**src/rtl/wuxing_flow_engine.sv**
```systemverilog
// wuxing_flow_engine: rotating-pointer five-phase energy engine with sheng/ke transfers
// Ports: clk_6Hz/rst_n clock and async active-low reset; en/step free-run or single advance;
// mode 00 hold, 01 sheng, 10 ke, 11 alternate; load/load_idx/load_val direct level write;
// level packed element levels; ptr active element; rel_act [N+i] sheng from i, [i] ke by i;
// wrap pulse on return to INIT_IDX; imbalance registered max-min >= THRESH.
module wuxing_flow_engine #(
  parameter int N_ELEM   = 5,
  parameter int VAL_W    = 4,
  parameter int SHENG_S  = 1,
  parameter int KE_S     = 2,
  parameter int INIT_IDX = 0,
  parameter int THRESH   = 8
) (
  input  logic                        clk_6Hz,
  input  logic                        rst_n,
  input  logic                        en,
  input  logic                        step,
  input  logic [1:0]                  mode,
  input  logic                        load,
  input  logic [$clog2(N_ELEM)-1:0]   load_idx,
  input  logic [VAL_W-1:0]            load_val,
  output logic [N_ELEM*VAL_W-1:0]     level,
  output logic [$clog2(N_ELEM)-1:0]   ptr,
  output logic [2*N_ELEM-1:0]         rel_act,
  output logic                        wrap,
  output logic                        imbalance
);
  localparam int IW = $clog2(N_ELEM);
  localparam logic [VAL_W-1:0] MAXV = '1;
  logic [VAL_W-1:0] lv [N_ELEM];
  logic [VAL_W-1:0] lv_n [N_ELEM];
  logic [VAL_W-1:0] mx, mn;
  logic [IW-1:0] d_idx, t_idx, ptr_n;
  logic [2*N_ELEM-1:0] ra_n;
  logic phase, phase_n, valid_load, adv, alt, sheng_ok, ke_ok, move, imb_n;

  function automatic logic [IW-1:0] mod_add(logic [IW-1:0] a, int s);
    int v;
    v = int'(a) + s;
    return IW'(v >= N_ELEM ? v - N_ELEM : v);
  endfunction

  always_ff @(posedge clk_6Hz or negedge rst_n) begin
    if (!rst_n) begin
      for (int i = 0; i < N_ELEM; i++) lv[i] <= (i == INIT_IDX) ? MAXV : '0;
      ptr       <= IW'(INIT_IDX);
      phase     <= 1'b0;
      rel_act   <= '0;
      wrap      <= 1'b0;
      imbalance <= 1'b0;
    end else begin
      for (int i = 0; i < N_ELEM; i++) lv[i] <= lv_n[i];
      ptr       <= ptr_n;
      phase     <= phase_n;
      rel_act   <= ra_n;
      wrap      <= move && ptr_n == IW'(INIT_IDX);
      imbalance <= imb_n;
    end
  end

  // alternate mode runs sheng on phase 0 and ke on phase 1 at the same pointer
  always_comb begin
    valid_load = load && int'(load_idx) < N_ELEM;
    adv        = mode != 2'b00 && (en || step) && !valid_load;
    alt        = mode == 2'b11;
    d_idx      = mod_add(ptr, SHENG_S);
    t_idx      = mod_add(ptr, KE_S);
    sheng_ok   = adv && (mode == 2'b01 || (alt && !phase)) && lv[ptr] != '0 && lv[d_idx] != MAXV;
    ke_ok      = adv && (mode == 2'b10 || (alt && phase)) && lv[ptr] != '0 && lv[t_idx] != '0;
    move       = adv && (!alt || phase);
    ptr_n      = move ? d_idx : ptr;
    phase_n    = !alt ? 1'b0 : adv ? !phase : phase;
  end

  always_comb begin
    for (int i = 0; i < N_ELEM; i++) begin
      lv_n[i] = lv[i];
      if (valid_load && int'(load_idx) == i) lv_n[i] = load_val;
      if (sheng_ok && int'(ptr) == i) lv_n[i] = lv[i] - 1'b1;
      if (sheng_ok && int'(d_idx) == i) lv_n[i] = lv[i] + 1'b1;
      if (ke_ok && int'(t_idx) == i) lv_n[i] = lv[i] - 1'b1;
    end
    ra_n = sheng_ok ? (2*N_ELEM)'(1) << (N_ELEM + int'(ptr)) :
           ke_ok    ? (2*N_ELEM)'(1) << ptr : '0;
  end

  always_comb begin
    mx = lv[0];
    mn = lv[0];
    for (int i = 1; i < N_ELEM; i++) begin
      mx = lv[i] > mx ? lv[i] : mx;
      mn = lv[i] < mn ? lv[i] : mn;
    end
    imb_n = int'(mx - mn) >= THRESH;
  end

  for (genvar g = 0; g < N_ELEM; g++) begin : g_lv
    assign level[g*VAL_W +: VAL_W] = lv[g];
  end
endmodule

```
**config.mk**
```make
export PLATFORM = sky130hd
export DESIGN_NAME = wuxing_flow_engine
export DESIGN_NICKNAME = d
export VERILOG_FILES = /design/src/rtl/wuxing_flow_engine.sv
export SDC_FILE = /design/constraint.sdc
export NUM_CORES = 1
export LEC_CHECK = 0
export BUFFER_PORTS_ARGS = -buffer_cell sky130_fd_sc_hd__buf_4
export CAP_MARGIN = 20
export CORE_UTILIZATION = 35
export DETAILED_ROUTE_END_ITERATION = 8
export PLACE_DENSITY = 0.6
export REMOVE_ABC_BUFFERS = 1
export SYNTH_ARGS = -nofsm -noshare
export SYNTH_HDL_FRONTEND = slang
export SYNTH_SLANG_ARGS = --single-unit
```
**constraint.sdc**
```tcl
create_clock -name clk_6Hz -period 9.4 [get_ports clk_6Hz]
set_input_delay 0.94 -clock clk_6Hz [delete_from_list [all_inputs] [get_ports clk_6Hz]]
set_output_delay 0.94 -clock clk_6Hz [all_outputs]
set_load 0.05 [all_outputs]
```
==> metrics.md, run 1 <==
| Metric | Value |
|---|---|
| Critical-path top delay cell | dfstp_2 |
| Final nets | between 600 and 700 |
| Maximum clock path buffer count | 2 |
| Min-delay src | level[3] |
| Cell count after synthesis | 528 |
| Final setup violating endpoints | 0 |
| Setup TNS | 0 ns |
| Gates resized, CTS repair | 0 |
| Die Width | ~110 µm |
| EDFF count, synth | 0 |
| Later-pin clock latency in the skew report | 0.28 ns |
| CTS tree | done |
| CP endpoint kind | flip-flop |
| Core area | 12,100 µm² |
| Most common cell after layout, fill and taps aside | ha_1 |
| Router iterations before antenna repair | 5 |
| Post-Route WL | around 13 mm |
| Final GP Congestion | 0.881 |
| Max Clock Skew | 0.0102 ns |
| Total GRT Usage | 0.202 |
| RSZ-0062 raised after global routing | no |
| Final Hold Vio Count | 0 |
| ANT cells | 0 |
| Worst Path Max Fanout | 9 |
| Crit-path max cell delay | approximately 0.62 ns |
| Fin crit share | 0.779 |
| Synth Flop Type | dfrtp_1 |
| Clock slew seen by the registers of the worst setup and hold paths | 0.06 ns |
| Global-route wire length before repair | between 20 and 25 mm |
| Share of cells above drive strength 1 | 0.194 |
| Final Slew Violations | 0 |
| CP Launch Type | flip-flop |
| Number of global-route vias before repair | just over 4k |
| Kind of critical path | flip-flop to flip-flop |
| Initial antenna violation count | 0 |
| Initial drt markers | 449 |
| Port Buffers | 48 |
| CP arrival | 7.50 ns |
| Initial Util | 0.363 |
| Yosys cell types | 91 |
| Slew at the pin closest to its max-slew limit | 0.944 ns |
| Drt drc | 0 |
| Layout fillers | 1,255 |
| Row cnt | 40 |
| Largest net degree at the start of global routing | 37 |
| Post-synthesis cell area | 4390 µm² |
| Fmax | 0.137 GHz |
| Total number of vias | 4,205 |
| Reg-to-reg setup timing slack | 2.07 ns |
| Root buf cell | clkbuf_16 |
| Hpwl dp | 9.95 mm |
| Max Cap Viol | 0 |
| H-tree depth | 2 |
| Final ANT Viol Nets | 0 |
| Worst R2R End | imbalance |
| Area of the multi-input gates | 3180 µm² |
| Flip-flop and latch count after synthesis | 36 |
| Post-cts hold buffer count | 0 |
| Drt wl/cell | 17.6 µm |
| Run status | complete, no violations |
| Register area | 906 µm² |
| Die area | about 13,000 µm² |
| Async set or reset register ratio after synthesis | 1.00 |
| Total gr overflow | 0 |
| P&R area growth vs syn | 13.2% |
| Yosys Warn Count | 0 |
| I/O pins | 49 |
| Hold-critical path depth | 2 |
| Commonest cells after routing, fill and taps aside | ha_1 (50), buf_4 (48), nor2_1 (45), nand2_1 (45), inv_1 (40) |
| R2r startpoint | level[2] |
| Vias per cell | 5.75 |
| Die height | 114 µm |
| Register area share after synthesis | 0.206 |
| Worst reg-to-reg path cell count | 36 |
| Min Tclk post-route | 7.33 ns |
| Slew HR | 0.365 |
| CTS sink cnt | 36 |
| Hold path endpoint | level[3] |
| WP data required | 9.57 ns |
| Setup repair bufs after CTS | 0 |
| Avg Inst Size Synth | a little over 8 µm² |
| Hold Crit Class | flip-flop to flip-flop |
| CTS buffer count | 5 |
[layer usage]
| layer | part of all wire | GRT usage |
|---|---|---|
| met5 | 0 | 0 |
| met4 | 0.019 | 0.0615 |
| met3 | 0.055 | 0.0271 |
| met2 | 0.48 | 0.346 |
| met1 | 0.44 | 0.263 |
[cells in the mapped netlist, types with 7 or more instances]
library cell	count	area, µm²
dfrtp_1	32	801
and3_1	9	56.3
ha_1	50	626
a21oi_1	30	150
mux2i_1	17	170
mux2_2	10	113
nand3_1	18	90.1
nand4_1	7	43.8
nor2b_1	8	50.1
nand2_1	45	169
nand2b_1	9	56.3
nor2_1	45	169
nor3_1	15	75.1
o21ai_0	36	180
a211oi_1	8	60.1
inv_1	40	150
[through the flow]
stage	instances	cell area (µm²)	utilization	hold WS, ns	setup slack [ns]
floorplan	507	4250	-	0.644	2.68
global placement	723	4820	0.398	0.572	2.55
detailed placement	723	4820	0.398	0.578	2.13
CTS	731	4970	0.410	0.590	2.12
global route	731	4970	0.410	0.622	1.52
finish	731	4970	0.410	0.592	2.07
[worst max path at each step]
stage / from / endpoint / slack, ns
6_report: level[2] / imbalance / 2.07
5_1_grt: level[2] / imbalance / 1.52
4_1_cts: level[2] / imbalance / 2.12
3_5_place_dp: level[2] / imbalance / 2.13
3_3_place_gp: level[2] / imbalance / 2.55
2_1_floorplan: level[2] / imbalance / 2.68
[kinds of logic (layout without fill, tap and decap cells)]
kind of cell    after synthesis  in the layout  synth area share
simple gates                190            190             0.227
buf+inv                      63             98            0.0684
compound gates              148            148             0.248
flops                        36             36             0.206
mux                          30             30            0.0806
fa+ha+maj                    54             54             0.156
xor+xnor                      7              7            0.0140
[sequential cells by signal (all words and copies together), names as in the netlist]
| name | count |
|---|---|
| wrap | 1 |
| phase | 1 |
| ptr | 3 |
| level | 20 |
| imbalance | 1 |
| rel_act | 10 |
[cell type report]
| type | count | area share |
|---|---|---|
| clock inverters | 1 | 0.00151 |
| multi-input cells | 429 | 0.641 |
| inverters | 42 | 0.0317 |
| flip-flops and latches | 36 | 0.182 |
| clock buffers | 7 | 0.0287 |
| repair buffers | 48 | 0.0725 |
| well taps | 168 | 0.0423 |
[worst max-delay path, delay by kind of cell (launching register included)]
| kind | cells | cell delay, ns |
|---|---|---|
| buf+inv | 3 | 0.26 |
| fa+ha+maj | 8 | 2.49 |
| compound gates | 14 | 2.35 |
| mux | 1 | 0.35 |
| simple gates | 10 | 1.12 |
| flops | 1 | 0.62 |
Power of run 1 is not shown: default switching activity piles up to over one toggle a cycle in this logic, so the estimate is an artifact.
==> inputs of run 2 (changes only) <==
--- a/config.mk
+++ b/config.mk
@@ -9,7 +9,7 @@
 export CAP_MARGIN = 20
 export CORE_UTILIZATION = 35
 export DETAILED_ROUTE_END_ITERATION = 8
-export PLACE_DENSITY = 0.6
+export PLACE_DENSITY = 0.62
 export REMOVE_ABC_BUFFERS = 1
 export SYNTH_ARGS = -nofsm -noshare
 export SYNTH_HDL_FRONTEND = slang
==> constraint.sdc (replaced) <==
create_clock -name clk_6Hz -period 6.49 [get_ports clk_6Hz]
set_input_delay 0.649 -clock clk_6Hz [delete_from_list [all_inputs] [get_ports clk_6Hz]]
set_output_delay 0.649 -clock clk_6Hz [all_outputs]
set_load 0.05 [all_outputs]
==> run 2 against run 1 <==
Worst hold slack worse by 0.26 ns. Clock skew is 0.0010 ns lower. Setup slack worse by 1.8 ns. Global-route usage is 0.61 points higher. Critical endpoint unchanged. Wire length is 3.2% higher. Largest cell class unchanged. Count of clock-buffer cells in the layout is 1 lower. Final area is 5.5% higher. Register-to-register slack worse by 1.8 ns. Die area stayed put. Sequential cell count stayed put. Fmax is 18% higher.
==> metrics.md, run 2 (same netlist as run 1, synthesis figures left out) <==
| Metric | Value |
|---|---|
| CP top delay family | adder cells (unchanged) |
| Area of the multi-input gates | 3310 µm² (was 3180 µm²) |
| Max Clock Skew | 0.00925 ns (was 0.0102 ns) |
| ANT cells | 0 (unchanged) |
| Final setup violating endpoints | 0 (unchanged) |
| Row cnt | 40 (unchanged) |
| CP Launch Type | flip-flop (unchanged) |
| Drt drc | 0 (unchanged) |
| Kind of critical path | flip-flop to flip-flop (unchanged) |
| Share of cells above drive strength 1 | 0.260 (was 0.194) |
| R2r startpoint | level[2] (unchanged) |
| Fin crit share | 0.956 (was 0.779) |
| H-tree depth | 2 (unchanged) |
| Maximum clock path buffer count | 2 (unchanged) |
| Die height | 114 µm (unchanged) |
| Critical-path top delay cell | dfstp_2 (unchanged) |
| Slew at the pin closest to its max-slew limit | 1.01 ns (was 0.944 ns) |
| Max Cap Viol | 0 (unchanged) |
| Clock slew seen by the registers of the worst setup and hold paths | 0.06 ns (about the same) |
| Setup TNS | 0 ns (unchanged) |
| Drt wl/cell | 17.6 µm (about the same) |
| Router iterations before antenna repair | 5 (unchanged) |
| Fmax | 0.161 GHz (was 0.137 GHz) |
| P&R area growth vs syn | 19.4% (was 13.2%) |
| Slew HR | 0.320 (was 0.365) |
| Post-Route WL | 13.3 mm (was 12.8 mm) |
| CTS tree | done (unchanged) |
| Hold Crit Class | primary input to async pin (was flip-flop to flip-flop) |
| CP bufs+invs | 3 (unchanged) |
| CP endpoint kind | flip-flop (unchanged) |
| Initial antenna violation count | 0 (unchanged) |
| Die Width | 114 µm (unchanged) |
| I/O pins | 49 (unchanged) |
| Worst R2R End | imbalance (unchanged) |
| Largest net degree at the start of global routing | 37 (unchanged) |
| Total GRT Usage | 0.208 (was 0.202) |
| Placed cells | 742 (was 723) |
| Worst reg-to-reg path cell count | 37 (was 36) |
| Later-pin clock latency in the skew report | 0.28 ns (about the same) |
| CP arrival | 6.38 ns (was 7.50 ns) |
| Vias per cell | 5.69 (was 5.75) |
| CTS buffer count | 5 (unchanged) |
| Worst Path Max Fanout | 5 (was 9) |
| Global-route wire length before repair | 21.2 mm (was 21.0 mm) |
| Worst hold slack | 0.333 ns (was 0.592 ns) |
| Total gr overflow | 0 (unchanged) |
| Most common cell after layout, fill and taps aside | buf_4 (was ha_1) |
| Number of global-route vias before repair | 4,173 (was 4,154) |
| Reg-to-reg setup timing slack | 0.29 ns (was 2.07 ns) |
| Final Slew Violations | 0 (unchanged) |
| Run status | complete, no violations (unchanged) |
| Hpwl dp | 10.1 mm (was 9.95 mm) |
| Commonest cells after routing, fill and taps aside | buf_4 (70), nor2_1 (45), nand2_1 (45) (was ha_1 (50), buf_4 (48), nor2_1 (45), nand2_1 (45), inv_1 (40)) |
| Core area | 12,100 µm² (unchanged) |
| Final GP Congestion | 0.879 (was 0.881) |
| Finished Layout Cells | 752 (was 731) |
| Final core occ | 0.433 (was 0.410) |
| Max FFs per register | 20 (unchanged) |
| Final nets | 650 (was 628) |
| Initial Util | 0.363 (unchanged) |
| Final Hold Vio Count | 0 (unchanged) |
| Crit-path max cell delay | 0.53 ns (was 0.62 ns) |
| Die area | 13,000 µm² (unchanged) |
| Initial drt markers | 394 (was 449) |
| WP data required | 6.66 ns (was 9.57 ns) |
| Final ANT Viol Nets | 0 (unchanged) |
| CTS sink cnt | 36 (unchanged) |
| Port Buffers | 48 (unchanged) |
| Total number of vias | 4,282 (was 4,205) |
| Min Tclk post-route | 6.20 ns (was 7.33 ns) |
| Root buf cell | clkbuf_16 (unchanged) |
| Register area | 906 µm² (unchanged) |
| Layout fillers | 1,221 (was 1,255) |
-- run 2: cell count changes in the layout (fill, tap and decap cells not counted), sizes merged --
cell / before / now
buf: 48 / 70
clkbuf: 7 / 6
clkinvlp: 1 / 0
clkinv: 0 / 1
-- run 2: through the flow --
stage | instance area, µm² | setup WS [ns]
final | 5240 | 0.288
after global routing | 5240 | -0.0427
after CTS | 5100 | 0.00517
after detailed placement | 4960 | -0.116
after global placement | 4960 | 0.143
after floorplan | 4250 | -0.230
-- run 2: worst max-delay path by stage --
stage                     end  cells after the start      from
floorplan           imbalance                     36  level[2]
global placement    imbalance                     35  level[3]
detailed placement  imbalance                     36  level[2]
CTS                 imbalance                     36  level[2]
global route        imbalance                     37  level[1]
finish              imbalance                     37  level[2]
-- run 2: per-layer routing --
layer	wire length (µm)	global-route usage	vias up
li1	-	-	2071
met1	6120	0.273	2058
met2	6280	0.353	127
met3	549	0.0260	26
met4	301	0.0684	0
met5	0	0	-
-- run 2: what timing repair did --
item,4_1_cts,5_1_grt
endpoints found under the setup margin,1,1
gates cloned,0,0
pin swaps,0,20
resized for setup,3,28
buffers inserted,0,3
hold buffers,0,0
-- run 2: layout make-up --
type | instances | share of cell area
clock inverter | 1 | 0.000955
timing repair buffer | 70 | 0.100
multi-input combinational | 429 | 0.631
inverter | 42 | 0.0301
sequential | 36 | 0.173
clock buffer | 6 | 0.0246
tap | 168 | 0.0401
-- run 2: worst reg2reg max path, delay by kind of cell, from the launching register on --
family,cells,cell delay [ns]
adder cells (fa/ha/maj),8,2.19
multiplexers,1,0.32
AND/OR/NAND/NOR,11,1.16
buffers and inverters,3,0.27
AO/OA/AOI/OAI,14,1.63
flip-flops,1,0.53
Power of run 2 is left out for the same reason.
==> inputs of run 3 (changes only) <==
--- a/config.mk
+++ b/config.mk
@@ -5,6 +5,7 @@
 export SDC_FILE = /design/constraint.sdc
 export NUM_CORES = 1
 export LEC_CHECK = 0
+export ABC_AREA = 1
 export BUFFER_PORTS_ARGS = -buffer_cell sky130_fd_sc_hd__buf_4
 export CAP_MARGIN = 20
 export CORE_UTILIZATION = 35
==> run 3 against run 2 <==
The flow now finishes with violations (DRC). Count of clock-buffer cells in the layout shrank 1. Area after synthesis down 3.9%. Worst hold slack got worse by 0.0069 ns. Via count up 2.7%. Final area fell by 6.3%. Cell count up 13%. Sequential cell count did not move. Clock skew decreased by 0.0058 ns. Register-to-register slack better by 0.35 ns. Fmax increased by 5.9%. Utilization decreased by 0.79 points. Global-route usage shrank 1.2 points.
==> metrics.md, run 3 <==
| Metric | Value |
|---|---|
| H-tree depth | 2 (unchanged) |
| Root buf cell | clkbuf_16 (unchanged) |
| Later-pin clock latency in the skew report | 0.28 ns (about the same) |
| Register area share after synthesis | 0.215 (was 0.206) |
| Critical Path Stages | 38 (was 37) |
| Yosys Warn Count | 0 (unchanged) |
| Crit-path max cell delay | 0.58 ns (was 0.53 ns) |
| Worst reg-to-reg path cell count | 38 (was 37) |
| Number of global-route vias before repair | 4,074 (was 4,173) |
| Worst R2R End | imbalance (unchanged) |
| Slew HR | 0.552 (was 0.320) |
| Avg Inst Size Synth | 6.49 µm² (was 8.32 µm²) |
| Critical path's most frequent cell | a21oi_1 |
| Critical Path Sink | imbalance (unchanged) |
| Run status | complete, but fails checks (was complete, no violations) |
| Maximum clock path buffer count | 2 (unchanged) |
| Die area | 12,500 µm² (was 13,000 µm²) |
| Die height | 112 µm (was 114 µm) |
| Post-cts hold buffer count | 0 (unchanged) |
| Kind of critical path | flip-flop to flip-flop (unchanged) |
| CP Launch Type | flip-flop (unchanged) |
| Post-synth top cells | nand2_1 (179), inv_1 (82), nor2_1 (62) (was ha_1 (50), nand2_1 (45), nor2_1 (45)) |
| Drt wl/cell | 14.0 µm (was 17.6 µm) |
| Worst Path Max Fanout | 8 (was 5) |
| Commonest cells after routing, fill and taps aside | nand2_1 (177), inv_1 (82), nor2_1 (62) (was buf_4 (70), nor2_1 (45), nand2_1 (45)) |
| CTS sink cnt | 36 (unchanged) |
| I/O pins | 49 (unchanged) |
| Final setup violating endpoints | 0 (unchanged) |
| P&R area growth vs syn | 16.4% (was 19.4%) |
| Final nets | 769 (was 650) |
| Core area | 11,600 µm² (was 12,100 µm²) |
| Count leader, synth | nand2_1 (was ha_1) |
| Reg-to-reg setup timing slack | 0.63 ns (was 0.29 ns) |
| CTS buffer count | 5 (unchanged) |
| CP bufs+invs | 6 (was 3) |
| CP arrival | 6.03 ns (was 6.38 ns) |
| Port Buffers | 48 (unchanged) |
| ANT cells | 0 (unchanged) |
| Total gr overflow | 0 (unchanged) |
| Initial Util | 0.365 (was 0.363) |
| Crit path launch | level[3] (was level[2]) |
| Final ANT Viol Nets | 0 (unchanged) |
| Initial antenna violation count | 0 (unchanged) |
| EDFF count, synth | 0 (unchanged) |
| Met3 usage | 0.0289 (was 0.0260) |
| M1 GR Usage | 0.265 (was 0.273) |
| Hold Crit Class | primary input to async pin (unchanged) |
| Share of cells above drive strength 1 | 0.141 (was 0.260) |
| Router iterations before antenna repair | 7 (was 5) |
| Max Cap Viol | 0 (unchanged) |
| Final GP Congestion | 0.879 (about the same) |
| Most common cell after layout, fill and taps aside | nand2_1 (was buf_4) |
| Max FFs per register | 20 (unchanged) |
| Met2 Use GR | 0.326 (was 0.353) |
| Layout fillers | 1,230 (was 1,221) |
| Setup repair bufs after CTS | 0 (unchanged) |
| Gates resized, CTS repair | 0 (was 3) |
| Min Tclk post-route | 5.86 ns (was 6.20 ns) |
| Top cell type's share of synthesized area | 0.190 (was 0.182) |
| Global-route wire length before repair | 19.7 mm (was 21.2 mm) |
| Die Width | 112 µm (was 114 µm) |
| CP endpoint kind | flip-flop (unchanged) |
| CP top delay family | compound AO/OA/AOI/OAI gates (was adder cells) |
| Cell count after synthesis | 650 (was 528) |
| Slew at the pin closest to its max-slew limit | 0.669 ns (was 1.01 ns) |
| WP data required | 6.67 ns (was 6.66 ns) |
| Vias per cell | 5.19 (was 5.69) |
| Flip-flop and latch count after synthesis | 36 (unchanged) |
| CTS tree | done (unchanged) |
| Largest net degree at the start of global routing | 37 (unchanged) |
| Row cnt | 39 (was 40) |
| Setup TNS | 0 ns (unchanged) |
| Drt drc | 1 (was 0) |
| Total GRT Usage | 0.196 (was 0.208) |
| Violated checks | DRC |
| Max Clock Skew | 0.00348 ns (was 0.00925 ns) |
| Async set or reset register ratio after synthesis | 1.00 (unchanged) |
| RSZ-0062 raised after global routing | no |
| Final Slew Violations | 0 (unchanged) |
| Fmax | 0.171 GHz (was 0.161 GHz) |
| Final Hold Vio Count | 0 (unchanged) |
| Hpwl dp | 9.28 mm (was 10.1 mm) |
| R2r startpoint | level[3] (was level[2]) |
| Synth Flop Type | dfrtp_1 (unchanged) |
| Initial drt markers | 237 (was 394) |
| Fin crit share | 0.902 (was 0.956) |
| Critical-path top delay cell | dfstp_2 (unchanged) |
| Largest cells by area after synthesis | dfrtp_1 (19%), nand2_1 (16%), ha_1 (15%) (was dfrtp_1 (18%), ha_1 (14%), o21ai_0 (4.1%)) |
| Most crowded layer after global routing | met2 (unchanged) |
| Total number of vias | 4,399 (was 4,282) |
| Post-Route WL | 11.9 mm (was 13.3 mm) |
| Post-synthesis cell area | 4220 µm² (was 4390 µm²) |
| Cell accounting for the most synthesized area | dfrtp_1 (unchanged) |
| Clock slew seen by the registers of the worst setup and hold paths | 0.06 ns (about the same) |
| Yosys cell types | 42 (was 91) |
[run 3: changes by cell type in the layout (fill, tap and decap cells not counted), sizes merged, moves of 8 or more]
cell / previous run / this run
a211oi: 9 / 0
nand2b: 10 / 0
and3: 10 / 0
xor2: 2 / 13
buf: 70 / 52
o21ai: 38 / 52
nand3: 18 / 62
mux2: 10 / 0
nor2b: 10 / 0
nand2: 45 / 188
nor2: 46 / 64
nor3: 15 / 7
inv: 42 / 94
mux2i: 17 / 0
[run 3: kinds of logic (layout without fill, tap and decap cells)]
logic type / Yosys count / after routing / share of synthesized area
AOI/OAI and AO/OA: 100 / 100 / 0.139
xor gates and xnor gates: 19 / 19 / 0.0439
buffers and inverters: 103 / 157 / 0.0946
DFF: 36 / 36 / 0.215
adders and majority gates: 52 / 52 / 0.158
and+or+nand+nor: 340 / 340 / 0.350
[run 3: worst min path at each step]
stage | start | end | slack (ns) | depth (start not counted)
2_1_floorplan | rst_n | imbalance | 0.35 | 0
3_3_place_gp | level[3] | level[3] | 0.49 | 2
3_5_place_dp | level[3] | level[3] | 0.50 | 2
4_1_cts | rst_n | phase | 0.36 | 1
5_1_grt | rst_n | phase | 0.37 | 1
6_report | rst_n | phase | 0.33 | 1
[run 3: final cells by class]
cell class / count / area (µm²) / share of cell area
Tap cell: 143 / 179 / 0.0364
Timing Repair Buffer: 52 / 390 / 0.0795
Sequential cell: 36 / 906 / 0.184
Clock inverter: 3 / 23.8 / 0.00484
Inverter: 97 / 364 / 0.0741
Multi-Input combinational cell: 511 / 2920 / 0.595
Clock buffer: 5 / 125 / 0.0255
[run 3: per-stage QoR]
| stage | cells | hold slack, ns | util | setup WS [ns] | instance area [µm²] |
|---|---|---|---|---|---|
| 2_1_floorplan | 644 | 0.353 | - | 0.811 | 4190 |
| 3_3_place_gp | 839 | 0.494 | 0.411 | 0.800 | 4750 |
| 3_5_place_dp | 839 | 0.499 | 0.411 | 0.392 | 4750 |
| 4_1_cts | 847 | 0.358 | 0.424 | 0.375 | 4900 |
| 5_1_grt | 847 | 0.367 | 0.425 | 0.0472 | 4910 |
| 6_report | 847 | 0.326 | 0.425 | 0.633 | 4910 |
[run 3: worst reg2reg max path, delay by kind of cell (launching register included)]
family / cells / cell delay, ns
flip-flops: 1 / 0.58
AND/OR/NAND/NOR: 13 / 1.15
adder cells (fa/ha/maj): 6 / 1.73
buffers and inverters: 6 / 0.42
AO/OA/AOI/OAI: 13 / 1.85
[run 3: per-layer routing]
layer  vias to the layer above  share of wire
li1                       2234              -
met1                      2030           0.48
met2                       119           0.46
met3                        16          0.050
met4                         0          0.013
met5                         -              0
Power of run 3 is left out for the same reason.
